$ cat config.mk
export PLATFORM = sky130hd
export DESIGN_NAME = median_frame_ctrl
export DESIGN_NICKNAME = d
export VERILOG_FILES = /design/src/rtl/median_frame_ctrl.sv
export SDC_FILE = /design/constraint.sdc
export NUM_CORES = 1
export LEC_CHECK = 0
export CAP_MARGIN = 10
export CORE_MARGIN = 8
export CORE_UTILIZATION = 36
export DETAILED_ROUTE_END_ITERATION = 8
export GPL_TIMING_DRIVEN = 0
export SLEW_MARGIN = 20
export SYNTH_ARGS = -nofsm -noshare
export SYNTH_HDL_FRONTEND = slang
export SYNTH_SLANG_ARGS = --single-unit
$ cat constraint.sdc
create_clock -name clk -period 1.57 [get_ports clk]
set_input_delay 0.2355 -clock clk [delete_from_list [all_inputs] [get_ports clk]]
set_output_delay 0.2355 -clock clk [all_outputs]
set_load 0.05 [all_outputs]
$ cat src/rtl/median_frame_ctrl.sv
// median_frame_ctrl: frame-level sequencer for a streaming KxK median filter.
// It tracks the raster position of incoming pixels and flags complete windows
// to the median core. It also regenerates the core's result strobe after LAT
// cycles, supplies output coordinates and reports frame completion.
//
// Ports:
//   clk          rising-edge clock
//   rst          synchronous reset, active-low
//   start_i      arm for one frame (honoured only in IDLE)
//   done_i       input pixel valid
//   busy_o       high while a frame is in progress (RUN or DRAIN)
//   win_valid_o  one-cycle strobe per pixel that completes a WIN x WIN window
//   done_o       median result valid (win_valid_o delayed LAT cycles)
//   out_col_o    output column of the result flagged by done_o
//   out_row_o    output row of the result flagged by done_o
//   frame_done_o pulse with the last done_o of a frame
//   err_o        sticky protocol error (pixel outside RUN)
//
// Optional build macro: MEDIAN_FRAME_CTRL_AUTO_RESTART_EN
//   defined   -> after frame_done_o the FSM re-enters RUN with counters cleared
//   undefined -> the FSM returns to IDLE and waits for start_i
module median_frame_ctrl #(
  parameter int unsigned IMG_W = 9,
  parameter int unsigned IMG_H = 9,
  parameter int unsigned WIN   = 3,
  parameter int unsigned LAT   = 4
) (
  input  logic                     clk,
  input  logic                     rst,
  input  logic                     start_i,
  input  logic                     done_i,
  output logic                     busy_o,
  output logic                     win_valid_o,
  output logic                     done_o,
  output logic [$clog2(IMG_W)-1:0] out_col_o,
  output logic [$clog2(IMG_H)-1:0] out_row_o,
  output logic                     frame_done_o,
  output logic                     err_o
);

  localparam int unsigned CW = $clog2(IMG_W);
  localparam int unsigned RW = $clog2(IMG_H);

  localparam logic [1:0] S_IDLE  = 2'd0;
  localparam logic [1:0] S_RUN   = 2'd1;
  localparam logic [1:0] S_DRAIN = 2'd2;

  logic [1:0]     state, state_nxt;
  logic [CW-1:0]  in_col, in_col_nxt;
  logic [RW-1:0]  in_row, in_row_nxt;
  logic [CW-1:0]  out_col_nxt;
  logic [RW-1:0]  out_row_nxt;
  logic [LAT-1:0] vld_sr, vld_nxt;
  logic           err_nxt, win_nxt, busy_nxt, frame_done_nxt, done_nxt, clr_out;

  // Result strobe leaves the end of the delay line as a flop output.
  assign done_o = vld_sr[LAT-1];

  // State register and all registered outputs.
  always_ff @(posedge clk) begin
    if (!rst) begin
      state        <= S_IDLE;
      in_col       <= '0;
      in_row       <= '0;
      out_col_o    <= '0;
      out_row_o    <= '0;
      vld_sr       <= '0;
      err_o        <= 1'b0;
      win_valid_o  <= 1'b0;
      busy_o       <= 1'b0;
      frame_done_o <= 1'b0;
    end else begin
      state        <= state_nxt;
      in_col       <= in_col_nxt;
      in_row       <= in_row_nxt;
      out_col_o    <= out_col_nxt;
      out_row_o    <= out_row_nxt;
      vld_sr       <= vld_nxt;
      err_o        <= err_nxt;
      win_valid_o  <= win_nxt;
      busy_o       <= busy_nxt;
      frame_done_o <= frame_done_nxt;
    end
  end

  // Next-state, input position tracking and output-side bookkeeping.
  always_comb begin
    state_nxt  = state;
    in_col_nxt = in_col;
    in_row_nxt = in_row;
    err_nxt    = err_o;
    win_nxt    = 1'b0;
    clr_out    = 1'b0;

    case (state)
      S_IDLE: begin
        if (start_i) begin
          // start wins over a coincident pixel, which is dropped silently
          state_nxt  = S_RUN;
          in_col_nxt = '0;
          in_row_nxt = '0;
          err_nxt    = 1'b0;
          clr_out    = 1'b1;
        end else if (done_i) begin
          err_nxt = 1'b1;
        end
      end
      S_RUN: begin
        if (done_i) begin
          win_nxt = (in_row >= RW'(WIN - 1)) && (in_col >= CW'(WIN - 1));
          if (in_col == CW'(IMG_W - 1)) begin
            in_col_nxt = '0;
            if (in_row == RW'(IMG_H - 1)) begin
              in_row_nxt = '0;
              state_nxt  = S_DRAIN;
            end else begin
              in_row_nxt = in_row + RW'(1);
            end
          end else begin
            in_col_nxt = in_col + CW'(1);
          end
        end
      end
      S_DRAIN: begin
        if (done_i) begin
          err_nxt = 1'b1;
        end
        // frame_done_o marks the final result: the delay line is empty now
        if (frame_done_o) begin
`ifdef MEDIAN_FRAME_CTRL_AUTO_RESTART_EN
          state_nxt  = S_RUN;
          in_col_nxt = '0;
          in_row_nxt = '0;
          clr_out    = 1'b1;
`else
          state_nxt  = S_IDLE;
`endif
        end
      end
      default: state_nxt = S_IDLE;
    endcase

    // Output coordinates step past each result once it has been presented.
    out_col_nxt = out_col_o;
    out_row_nxt = out_row_o;
    if (clr_out) begin
      out_col_nxt = '0;
      out_row_nxt = '0;
    end else if (done_o) begin
      if (out_col_o == CW'(IMG_W - WIN)) begin
        out_col_nxt = '0;
        out_row_nxt = (out_row_o == RW'(IMG_H - WIN)) ? '0 : out_row_o + RW'(1);
      end else begin
        out_col_nxt = out_col_o + CW'(1);
      end
    end

    vld_nxt  = (vld_sr << 1) | LAT'(win_valid_o);
    done_nxt = vld_nxt[LAT-1];

    // Look at the coordinates that will accompany the next done_o.
    frame_done_nxt = done_nxt && (out_row_nxt == RW'(IMG_H - WIN)) &&
                     (out_col_nxt == CW'(IMG_W - WIN));
    busy_nxt = (state_nxt != S_IDLE);
  end

endmodule

==> flow_summary.toml <==
[final_layout]
fin_nets = 187
finalInstanceArea_um2 = 1690
fin_cells = 218
area_growth_pct = 32.9
layout-drive-gt1-share_pct = 26.7
diodes = 0

[critical_path]
path_cells = "inv_2 > ha_4 > nand3b_1 > a211o_1 > buf_4 > buf_4 > nand2_2 > nor2_1"
critPathMostFrequentCell = "buf_4"
path_buf_inv = 3
startpoint_type = "flip-flop"
cp_slowest_stage_delay_ns = 0.38
cp_slowest_cell = "a211o_1"
arrival_ns = 1.81
critPathCaptureType = "flip-flop"
worst-path-max-fanout = 5
crit_required_ns = 1.80
crit_family = "compound AO/OA/AOI/OAI gates"
critPathKind = "reg2reg"

[timing]
setup_slack_ns = -0.0168
timing.final.crit_share_pct = 101
worst_slew_pin_slew_ns = 0.494
slew-limit-headroom_pct = 67.2
holdWs_ns = 0.308
finalSetupViolCount = 3
period_needed_ns = 1.59
final-max-slew-violation-count = 0
finalHoldViolCount = 0
final.setup_skew_ns = 0.0120
rsz0062_at_grt = "true"
fmax_mhz = 630

[global_routing]
grt_pass1_vias = 1090
gr-total-overflow = 0
antenna_found_initial = 0
grt_max_degree = 16
grt_pass1_wl_um = 4660
grt_util_all_layers_pct = 10.5

[pwr]
total_power_mw = 1.28
p_sw_uw = 297
switching_share_pct = 23.1
combPwrFrac_pct = 11.5
p_leak_nw = 0.655
p_clk_share_pct = 36.1
power_frac_seq_pct = 52.5
peakVddDrop_mv = 0.641
p_int_uw = 988
power_density_nw_per_um2 = 760

[clock_network]
htreeDepth = 1
path_clk_slew_ns = 0.15
cts_tree = "yes"
clock-sinks = 26
clk_latency_ns = 0.33
root_buffer = "clkbuf_4"
cts_hold_buf = 0
numCtsBuffers = 3
cts_buffer_depth = 2

[synth]
synth_seq_cells = 26
synth_nets = 157
yosysMostFrequentCell = "dfxtp_1"
synth_top_area_cell = "dfxtp_1"
netlist_area_um2 = 1270
async_reset_ff_share_pct = 0
synthTopCellsByArea = "dfxtp_1 41%, ha_1 9.8%, nor2_1 4.4%"
ys_top_cells_by_count = "26 x dfxtp_1, 15 x nor2_1, 10 x ha_1, 10 x inv_1, 8 x nand2_1"
syn_inst = 143
synth_edf_count = 0
yosysSeqAreaShare_pct = 40.9
yosys.area.top_type_share_pct = 40.9
yosys_warnings = 0
postSynthAreaPerCell_um2 = 8.90
ys_types = 35
ys.flop_type = "dfxtp_1"

[detailed_routing]
avgRoutedWirePerCell_um = 12.8
drt-total-wl_um = 2790
ant_nets = 0
via_per_inst = 5.02
vias = 1094
drt_first_pass_iters = 4
drt_iter0_markers = 66
route.detailed.drc = 0

[die]
die_x_um = 75.5
rows = 21
start_util_pct = 37.8
ios = 17
die_area_um2 = 5690
core_region_area_um2 = 3360
die_h_um = 75.5

[placed_design]
gp_congestion = 0.882
dp.cells = 204
place_hpwl_um = 1930
post_dp_cell_area_um2 = 1510
port_buffers = 15

[run]
max_cap_violations = 0

[run_status]
status = "finished with violations"
violations = "setup timing"

[min_path]
min_path_type = "in2reg"
==> layer usage <==
metal  wire, um  vias to the layer above  global-route usage (%)  share of wire (%)
met5          0                        -                       0                  0
met1       1260                      507                    11.2                 45
met2       1340                       27                    18.1                 48
li1           -                      555                       -                  -
met3        164                        5                    3.03                5.9
met4         34                        0                    5.76                1.2
==> what timing repair did <==
item | 4_1_cts | 5_1_grt
setup buffers | 7 | 3
resized for setup | 19 | 22
pin swaps | 4 | 3
endpoints found under the setup margin | 18 | 12
==> power groups by stage <==
stage          sequential [mW]  clock, mW  combinational, mW
2_1_floorplan            0.702          0             0.0681
3_3_place_gp             0.690          0              0.110
3_5_place_dp             0.691          0              0.113
4_1_cts                  0.674      0.483              0.125
5_1_grt                  0.676      0.508              0.161
6_report                 0.674      0.463              0.147
==> worst register-to-register path: stages (launching register included) <==
cell and delay [ns]:
dfxtp_4 0.37, inv_2 0.06, ha_4 0.11, nand3b_1 0.12, a211o_1 0.38, buf_4 0.15, buf_4 0.14, nand2_2 0.09
nor2_1 0.06
==> sequential cells by signal, summed over array words and instances, names as in the netlist <==
name          flops
in_col            4
in_row            4
out_col_o         4
out_row_o         4
vld_sr            4
state             2
busy_o            1
err_o             1
frame_done_o      1
win_valid_o       1
==> layout by cell type, fill, tap and decap left out, drive strengths merged <==
cell type,n
nor3,3
clkdlybuf4s15,5
nand3,7
a311oi,1
xnor2,6
nand2,8
or3,3
a211oi,3
a21o,1
and2,5
dfxtp,26
inv,10
a21oi,7
nor3b,3
buf,12
o31ai,1
a2bb2oi,1
nand4b,1
and4b,2
mux2i,1
nand3b,3
or4,1
clkdlybuf4s50,2
bufinv,1
nor2,15
nand4,2
nand2b,2
a211o,1
o21ai,5
mux2,2
clkbuf,6
o32ai,1
o21bai,1
dlygate4sd2,8
nor4,2
ha,10
xor2,2
nor2b,2
==> stage by stage <==
stage | TNS (ns) | util (%) | setup WS, ns
after floorplan | -0.0303 | - | -0.0303
after global placement | -1.19 | 45.0 | -0.303
after detailed placement | -1.37 | 45.0 | -0.327
after CTS | 0 | 48.1 | 0.00496
after global routing | -0.302 | 50.3 | -0.0570
final | -0.0324 | 50.3 | -0.0168
==> layout make-up <==
class                   count  area (um2)
clock buffers               3        22.5
multi-input cells         102         749
flip-flops and latches     26         543
well taps                  46        57.6
clock inverters             1        30.0
fillers                   336        1670
inverters                  10        37.5
repair buffers             25         216
plain buffers               5        35.0
==> worst paths after layout <==
check	slack [ns]	from	to	cells after the start
worst max-delay path	-0.02	in_col[1]	in_col[0]	8
worst min register to register	0.44	vld_sr[0]	vld_sr[1]	1
worst min-delay path	0.31	rst	vld_sr[2]	2
worst max register to register	-0.02	in_col[1]	in_col[0]	8
==> logic make-up (layout without fill, tap and decap cells) <==
family / Yosys count / in the layout / synth area share, %
and+or+nand+nor: 59 / 59 / 25.0
DFF: 26 / 26 / 40.9
AOI/OAI and AO/OA: 22 / 22 / 11.0
buffers and inverters: 15 / 44 / 4.92
adders and majority gates: 10 / 10 / 9.83
xor gates and xnor gates: 8 / 8 / 5.51
muxes: 3 / 3 / 2.85
Note: power is estimated with default switching activity, not from simulation.
